$ cat src/rtl/controller_fifo_unstack_pkg.sv
// Shared types and constants for the wide-in, narrow-out unstack FIFO.
// Also holds the clamp that turns load_len into an effective word count.
package controller_pkg;

  localparam int CTRL_DBITS  = 64;
  localparam int CTRL_WR_PKT = 8;
  localparam int CTRL_CNT_W  = $clog2(CTRL_WR_PKT) + 1;

  typedef enum logic {
    IDLE  = 1'b0,
    DRAIN = 1'b1
  } state_e;

  // Zero, or any count larger than the block, means "the whole block".
  function automatic int unsigned eff_len(input int unsigned len, input int unsigned pkt);
    return ((len == 0) || (len > pkt)) ? pkt : len;
  endfunction

endpackage

$ cat src/rtl/controller_fifo_unstack_if.sv
// Load-side and stream-side signals of controller_fifo_unstack.
// Stream handshake: a word moves on every rising clk edge where dout_valid && dout_ready;
// dout_valid never depends on dout_ready, and dout/dout_last hold stable while not accepted.
interface controller_fifo_unstack_if
  import controller_pkg::*;
#(
  parameter int dbits  = CTRL_DBITS,
  parameter int wr_pkt = CTRL_WR_PKT,
  parameter int cbits  = $clog2(wr_pkt) + 1
);
  logic                    load;
  logic [cbits-1:0]        load_len;
  logic [dbits*wr_pkt-1:0] din;
  logic                    load_ready;
  logic [dbits-1:0]        dout;
  logic                    dout_valid;
  logic                    dout_ready;
  logic                    dout_last;
  logic                    busy;
  state_e                  dbg_state;

  modport master (
    output load, load_len, din, dout_ready,
    input  load_ready, dout, dout_valid, dout_last, busy, dbg_state
  );

  modport slave (
    input  load, load_len, din, dout_ready,
    output load_ready, dout, dout_valid, dout_last, busy, dbg_state
  );
endinterface

$ cat src/rtl/controller_fifo_unstack_buf.sv
// One held block plus its remaining word count; the block shifts down one word per
// shift so the word to emit always sits in the low dbits, with zeros shifted in on top.
module controller_unstack_buf #(
  parameter int W  = 64,
  parameter int N  = 8,
  parameter int CW = 4
) (
  input  logic           clk,
  input  logic           reset_n,
  input  logic           load_i,
  input  logic           shift_i,
  input  logic           clear_i,
  input  logic [W*N-1:0] data_i,
  input  logic [CW-1:0]  len_i,
  output logic [W-1:0]   word_o,
  output logic [CW-1:0]  rem_o
);

  logic [W*N-1:0] data_q, data_d;
  logic [CW-1:0]  rem_q, rem_d;

  always_comb begin
    data_d = data_q;
    rem_d  = rem_q;
    if (clear_i) begin
      data_d = '0;
      rem_d  = '0;
    end else if (load_i) begin
      data_d = data_i;
      rem_d  = len_i;
    end else if (shift_i) begin
      data_d = data_q >> W;
      rem_d  = rem_q - CW'(1);
    end
  end

  always_ff @(posedge clk or negedge reset_n) begin
    if (!reset_n) begin
      data_q <= '0;
      rem_q  <= '0;
    end else begin
      data_q <= data_d;
      rem_q  <= rem_d;
    end
  end

  assign word_o = data_q[W-1:0];
  assign rem_o  = rem_q;

endmodule

$ cat src/rtl/controller_fifo_unstack.sv
// Wide-in, narrow-out gearbox: captures a wr_pkt-word block, streams it LSW first.
// CONTROLLER_UNSTACK_DBUF_EN adds a second (shadow) block so loads overlap draining.
module controller_fifo_unstack
  import controller_pkg::*;
#(
  parameter int dbits  = CTRL_DBITS,
  parameter int wr_pkt = CTRL_WR_PKT
) (
  input logic                      clk,
  input logic                      reset_n,
  controller_fifo_unstack_if.slave bus
);

  localparam int cbits = $clog2(wr_pkt) + 1;

  state_e           state_q, state_d;
  logic [cbits-1:0] len_eff;
  logic [dbits-1:0] act_word;
  logic [cbits-1:0] act_rem;
  logic             accept, beat, last_beat;

  assign len_eff   = cbits'(eff_len(32'(bus.load_len), wr_pkt));
  assign accept    = bus.load && bus.load_ready;
  assign beat      = (state_q == DRAIN) && bus.dout_ready;
  assign last_beat = beat && (act_rem == cbits'(1));

`ifdef CONTROLLER_UNSTACK_DBUF_EN
  // Ping-pong pair: sel_q names the draining block, the other one is the shadow.
  logic             sel_q, sel_d, sh_full;
  logic [1:0]       ld, sh, clr;
  logic [dbits-1:0] word [2];
  logic [cbits-1:0] rem  [2];

  for (genvar g = 0; g < 2; g++) begin : g_buf
    controller_unstack_buf #(.W(dbits), .N(wr_pkt), .CW(cbits)) u_buf (
      .clk(clk), .reset_n(reset_n), .load_i(ld[g]), .shift_i(sh[g]), .clear_i(clr[g]),
      .data_i(bus.din), .len_i(len_eff), .word_o(word[g]), .rem_o(rem[g])
    );
  end

  assign act_word       = word[sel_q];
  assign act_rem        = rem[sel_q];
  assign sh_full        = (rem[~sel_q] != '0);
  assign bus.load_ready = !sh_full;
  assign bus.busy       = (state_q == DRAIN) || sh_full;

  always_comb begin
    state_d = state_q;
    sel_d   = sel_q;
    ld      = '0;
    sh      = '0;
    clr     = '0;
    case (state_q)
      IDLE: if (accept) begin
        ld[sel_q] = 1'b1;
        state_d   = DRAIN;
      end
      DRAIN: begin
        if (accept) ld[~sel_q] = 1'b1;
        // A block loaded on the last beat lands in the shadow and is swapped in at once.
        if (last_beat) begin
          clr[sel_q] = 1'b1;
          if (sh_full || accept) sel_d = ~sel_q;
          else state_d = IDLE;
        end else if (beat) begin
          sh[sel_q] = 1'b1;
        end
      end
      default: state_d = IDLE;
    endcase
  end

  always_ff @(posedge clk or negedge reset_n) begin
    if (!reset_n) sel_q <= 1'b0;
    else          sel_q <= sel_d;
  end
`else
  logic ld, sh, clr;

  controller_unstack_buf #(.W(dbits), .N(wr_pkt), .CW(cbits)) u_buf (
    .clk(clk), .reset_n(reset_n), .load_i(ld), .shift_i(sh), .clear_i(clr),
    .data_i(bus.din), .len_i(len_eff), .word_o(act_word), .rem_o(act_rem)
  );

  assign bus.load_ready = (state_q == IDLE);
  assign bus.busy       = (state_q == DRAIN);

  always_comb begin
    state_d = state_q;
    ld      = 1'b0;
    sh      = 1'b0;
    clr     = 1'b0;
    case (state_q)
      IDLE: if (accept) begin
        ld      = 1'b1;
        state_d = DRAIN;
      end
      DRAIN: if (last_beat) begin
        clr     = 1'b1;
        state_d = IDLE;
      end else if (beat) begin
        sh = 1'b1;
      end
      default: state_d = IDLE;
    endcase
  end
`endif

  always_ff @(posedge clk or negedge reset_n) begin
    if (!reset_n) state_q <= IDLE;
    else          state_q <= state_d;
  end

  assign bus.dout_valid = (state_q == DRAIN);
  assign bus.dout       = bus.dout_valid ? act_word : '0;
  assign bus.dout_last  = bus.dout_valid && (act_rem == cbits'(1));
  assign bus.dbg_state  = state_q;

endmodule

$ cat src/flat_wrapper.sv
// flat-port wrapper written by rule: the top's interface ports become plain ports
module controller_fifo_unstack_flat import controller_pkg::*;
#(
  parameter int dbits  = CTRL_DBITS,
  parameter int wr_pkt = CTRL_WR_PKT
)
  (clk, reset_n, bus_load, bus_load_len, bus_din, bus_dout_ready, bus_load_ready, bus_dout, bus_dout_valid, bus_dout_last, bus_busy, bus_dbg_state);
  controller_fifo_unstack_if #(.dbits(dbits), .wr_pkt(wr_pkt)) bus_i ();
  input logic clk;
  input logic reset_n;
  input wire logic [$bits(bus_i.load)-1:0] bus_load;
  input wire logic [$bits(bus_i.load_len)-1:0] bus_load_len;
  input wire logic [$bits(bus_i.din)-1:0] bus_din;
  input wire logic [$bits(bus_i.dout_ready)-1:0] bus_dout_ready;
  output wire logic [$bits(bus_i.load_ready)-1:0] bus_load_ready;
  output wire logic [$bits(bus_i.dout)-1:0] bus_dout;
  output wire logic [$bits(bus_i.dout_valid)-1:0] bus_dout_valid;
  output wire logic [$bits(bus_i.dout_last)-1:0] bus_dout_last;
  output wire logic [$bits(bus_i.busy)-1:0] bus_busy;
  output wire logic [$bits(bus_i.dbg_state)-1:0] bus_dbg_state;
  assign bus_i.load = bus_load;
  assign bus_i.load_len = bus_load_len;
  assign bus_i.din = bus_din;
  assign bus_i.dout_ready = bus_dout_ready;
  assign bus_load_ready = bus_i.load_ready;
  assign bus_dout = bus_i.dout;
  assign bus_dout_valid = bus_i.dout_valid;
  assign bus_dout_last = bus_i.dout_last;
  assign bus_busy = bus_i.busy;
  assign bus_dbg_state = bus_i.dbg_state;
  controller_fifo_unstack #(.dbits(dbits), .wr_pkt(wr_pkt)) u_core (.clk(clk), .reset_n(reset_n), .bus(bus_i));
endmodule
$ cat config.mk
export PLATFORM = sky130hd
export DESIGN_NAME = controller_fifo_unstack_flat
export DESIGN_NICKNAME = d
export VERILOG_FILES = /design/src/rtl/controller_fifo_unstack_pkg.sv /design/src/rtl/controller_fifo_unstack_if.sv /design/src/rtl/controller_fifo_unstack_buf.sv /design/src/rtl/controller_fifo_unstack.sv /design/src/flat_wrapper.sv
export SDC_FILE = /design/constraint.sdc
export NUM_CORES = 1
export LEC_CHECK = 0
export BUFFER_PORTS_ARGS = -buffer_cell sky130_fd_sc_hd__buf_4
export CAP_MARGIN = 20
export CORE_UTILIZATION = 51
export CTS_BUF_LIST = sky130_fd_sc_hd__clkbuf_4
export DETAILED_ROUTE_END_ITERATION = 10
export PLACE_DENSITY = 0.79
export SETUP_SLACK_MARGIN = 0.2
export SYNTH_ARGS = -nofsm -noshare
export SYNTH_HDL_FRONTEND = slang
export SYNTH_HIERARCHICAL = 1
export SYNTH_SLANG_ARGS = --single-unit
$ cat constraint.sdc
create_clock -name clk -period 1.95 [get_ports clk]
set_clock_uncertainty 0.1 [all_clocks]
set_input_delay 0.0975 -clock clk [delete_from_list [all_inputs] [get_ports clk]]
set_output_delay 0.0975 -clock clk [all_outputs]
set_load 0.005 [all_outputs]
==> metrics.cfg, run 1 <==
[floorplanning]
ios=589
start_util_pct=52.1
die_h_um=232
die_width_um=232
rows=83

[status]
firstError=[ERROR RSZ-0060] Max buffer count reached.
stop_stage=4_1_cts
status=stopped before the end

[synth]
syn_inst=2263
synth_top_area_share_pct=48.0
synth_ff_type=dfrtp_1
netlist_area_um2=26900
ys_seq_area_share_pct=48.0
ys_types=30
synth_edf_count=0
synth_seq_cells=517
synth.avg_cell_area_um2=11.9
async_reset_ff_share_pct=100
yosys_warnings=6
syn_nets=2784
synth_top_area_cell=dfrtp_1
synthTopCellsByArea=dfrtp_1, mux2i_1, mux2_2

[clock_tree]
clockBufferDepth=3
cts_hold_buffers=752
cts_max_level=4
cts_setup_buffers=47
cts_resized=193
root_buffer=clkbuf_4
cts.sinks=517
cts_inserted_buffers=144

[placed_design]
dp_cells=3405
port_buffers=588
dpl_cell_area_um2=32600
place.gp.congestion=0.875
dp.final_hpwl_um=54500

## metrics by stage
stage               TNS [ps]  setup WS [ps]
detailed placement     -8240          -69.0
global placement       -15.5          -10.0
floorplan              -2840          -27.3
## cells in the mapped netlist, types with 2 or more instances
| cell type | number |
|---|---|
| and2_1 | 64 |
| nor2b_1 | 5 |
| nor2_1 | 452 |
| buf_2 | 120 |
| nand2_1 | 3 |
| buf_1 | 6 |
| buf_6 | 9 |
| mux2_1 | 6 |
| mux2i_1 | 449 |
| mux2_4 | 60 |
| o21a_1 | 2 |
| buf_4 | 66 |
| inv_1 | 5 |
| mux2_2 | 382 |
| dfrtp_1 | 517 |
| xor2_1 | 2 |
| a21oi_1 | 3 |
| a22o_1 | 64 |
| clkbuf_1 | 37 |
## kinds of logic after synthesis
family	synth area share, %
multiplexers	36.2
AND/OR/NAND/NOR	8.24
flip-flops	48.0
buffers and inverters	5.11
AO/OA/AOI/OAI	2.25
XOR/XNOR	0.0975
adder cells (fa/ha/maj)	0.0464
==> run 2: changes to the inputs <==
--- a/config.mk
+++ b/config.mk
@@ -7,11 +7,9 @@
 export LEC_CHECK = 0
 export BUFFER_PORTS_ARGS = -buffer_cell sky130_fd_sc_hd__buf_4
 export CAP_MARGIN = 20
-export CORE_UTILIZATION = 51
-export CTS_BUF_LIST = sky130_fd_sc_hd__clkbuf_4
+export CORE_UTILIZATION = 40
 export DETAILED_ROUTE_END_ITERATION = 10
-export PLACE_DENSITY = 0.79
-export SETUP_SLACK_MARGIN = 0.2
+export PLACE_DENSITY_LB_ADDON = 0.15
 export SYNTH_ARGS = -nofsm -noshare
 export SYNTH_HDL_FRONTEND = slang
 export SYNTH_HIERARCHICAL = 1
==> constraint.sdc (replaced) <==
create_clock -name clk -period 2.55 [get_ports clk]
set_clock_uncertainty 0.1 [all_clocks]
set_input_delay 0.1275 -clock clk [delete_from_list [all_inputs] [get_ports clk]]
set_output_delay 0.1275 -clock clk [all_outputs]
set_load 0.005 [all_outputs]
==> run 2 against run 1 <==
  * The run now ends clean
  * Area after synthesis stayed put
  * Synthesized cell count stayed put
==> metrics.cfg, run 2 <==
[layout]
num-fill-cells=5278
layout_commonest_cell=buf_4
largest_register_ffs=512
drive_gt1_share_pct=35.9
top_register=u_core/u_buf/data_q
syn2layout_area_growth_pct=45.2
layout_common_cells=buf_4, dlygate4sd3_1, dfrtp_1
fin_nets=3786

[synth]
netlist_area_um2=26900  ; unchanged
synth_edf_count=0  ; unchanged
synth_ff_type=dfrtp_1
synthTopCellsByArea=dfrtp_1, mux2i_1, mux2_2
ys_seq_area_share_pct=48.0  ; unchanged
synthTopCellsByCount=dfrtp_1, nor2_1, mux2i_1
synth_top_area_cell=dfrtp_1
syn_nets=2784  ; unchanged
ys_types=30  ; unchanged
synth_top_area_share_pct=48.0  ; unchanged
synth_most_common_cell=dfrtp_1
yosys_warnings=6  ; unchanged
synth.avg_cell_area_um2=11.9  ; unchanged
async_reset_ff_share_pct=100  ; unchanged
syn_inst=2263  ; unchanged
synth_seq_cells=517  ; unchanged

[timing]
max_freq_mhz=441
drv_slew=0
finalCritPeriodShare_pct=88.8
period_needed_ps=2270
final.setup.tns_ps=0
max_slew_margin_pct=56.1
hold_viol_final=0
worstMarginPinSlew_ps=659
setup_violations=0
rsz0062_at_grt=false
hold_ws_ps=113

[clock_tree]
tritoncts=done
cts.sinks=517  ; unchanged
clk_latency_ps=600
cts_inserted_buffers=58  ; -60%
clockBufferDepth=3  ; unchanged
root_buffer=clkbuf_16
clkTransAtPathRegs_ps=60
cts_max_level=2  ; -2

[floorplanning]
die_width_um=262  ; +13%
ios=589  ; unchanged
die_area_um2=68400
core_region_area_um2=66200
die_h_um=262  ; +13%
start_util_pct=40.7  ; -11 points
rows=94  ; +13%

[placed_design]
place.gp.congestion=0.806  ; -7.9%
dp.final_hpwl_um=54500  ; about the same
port_buffers=588  ; unchanged

[route]
wire_per_inst_um=19.6
drc_errors=0
ant_nets=0
via_per_inst=5.01
drt-total-wl_um=82000
via_count=21000
drtIter0Drc=1271
drtPass1Iterations=6

[hold_path]
min-delay-start=bus_load
holdPathEnd=u_core/u_buf/data_q[181]$_DFFE_PN0P_
hold_depth=5
hold_path.class=in -> reg

[grt]
antenna_found_initial=15
globalRouteTotalUtil_pct=23.5
overflow=0
grt_pass1_vias=22600
grt_first_pass_wirelength_um=127000
grt_start_max_net_pins=73

[setup_path]
worst-r2r-setup-slack_ps=280
critical_path_class=reg -> reg
cp-end-kind=flop
r2r_start=u_core/u_buf/rem_o[0]$_DFFE_PN0P_
cp-startpoint=u_core/u_buf/rem_o[0]$_DFFE_PN0P_
cp_max_fo=32
required_ps=2940
crit_arrival_ps=2650
worstReg2RegEnd=u_core/u_buf/data_q[41]$_DFFE_PN0P_
worstRegToRegCells=7
critPathLaunchType=flop

[power_and_ir_drop]
leakagePower_uw=0.0185
powerDensity_nw_per_um2=875
irDropWorstVdd_uv=549
power_uw=34300

[status]
status=completed

[flow_run]
maxCapViolCount=0

==> run 2: worst max-delay path by stage <==
stage,to,cells after the start
floorplan,u_core/u_buf/data_q[388]$_DFFE_PN0P_,6
global placement,u_core/u_buf/data_q[44]$_DFFE_PN0P_,7
detailed placement,u_core/u_buf/data_q[425]$_DFFE_PN0P_,5
CTS,bus_dout[34],3
global route,u_core/u_buf/data_q[365]$_DFFE_PN0P_,5
finish,u_core/u_buf/data_q[41]$_DFFE_PN0P_,7
==> run 2: logic make-up (layout without fill, tap and decap cells) <==
group	count (synthesis)	after routing	synth area share [%]
muxes	897	897	36.2
DFF	517	517	48.0
xor gates and xnor gates	3	3	0.0975
other	0	10	0
buffers and inverters	243	1288	5.11
AOI/OAI and AO/OA	71	71	2.25
and+or+nand+nor	531	531	8.24
adders and majority gates	1	1	0.0464
==> run 2: final cells by class <==
type | count | area [µm²] | area share, %
flip-flops and latches | 517 | 12900 | 33.1
multi-input cells | 1503 | 12700 | 32.3
repair buffers | 1180 | 10600 | 27.1
clock buffers | 99 | 1770 | 4.51
well taps | 864 | 1080 | 2.76
clock inverters | 4 | 51.3 | 0.131
diodes | 10 | 25.0 | 0.0639
inverters | 5 | 18.8 | 0.0480
==> run 2: layer usage <==
metal | share of wire, % | track usage (%)
met1 | 42 | 29.5
met2 | 49 | 39.7
met3 | 4.7 | 4.23
met4 | 4.0 | 10.1
met5 | 0.049 | 0
==> run 2: per-stage QoR <==
| step | setup slack [ps] | util [%] | cells | cell area [µm²] |
|---|---|---|---|---|
| 6_report | 285 | 59.1 | 4182 | 39100 |
| 4_1_cts | 209 | 59.1 | 4172 | 39100 |
| 3_3_place_gp | 348 | 48.4 | 3548 | 32100 |
| 5_1_grt | 169 | 59.1 | 4182 | 39100 |
| 2_1_floorplan | 492 | - | 2263 | 26900 |
| 3_5_place_dp | 300 | 48.4 | 3548 | 32100 |
==> run 2: repair_timing <==
item                      in CTS  in global routing
hold endpoints to repair     953                  0
gates resized for setup        0                  0
hold buffers                 521                  0
setup buffers                  0                  0
==> run 2: worst max-delay path, stage by stage (launching register included) <==
cell,delay [ps]
dfrtp_1,420
nor4b_4,170
nor2_4,170
buf_12,200
buf_4,440
mux2_2,400
mux2i_1,150
nor2_1,60
==> run 2: report_power, final <==
| part | leakage, µW | switching, µW | internal, µW |
|---|---|---|---|
| registers | 0.00698 | 1760 | 11400 |
| clock network | 0.000881 | 3300 | 4750 |
| logic | 0.0107 | 5670 | 7380 |
| total | 0.0185 | 10700 | 23500 |
Note: power is estimated with default switching activity, not from simulation.
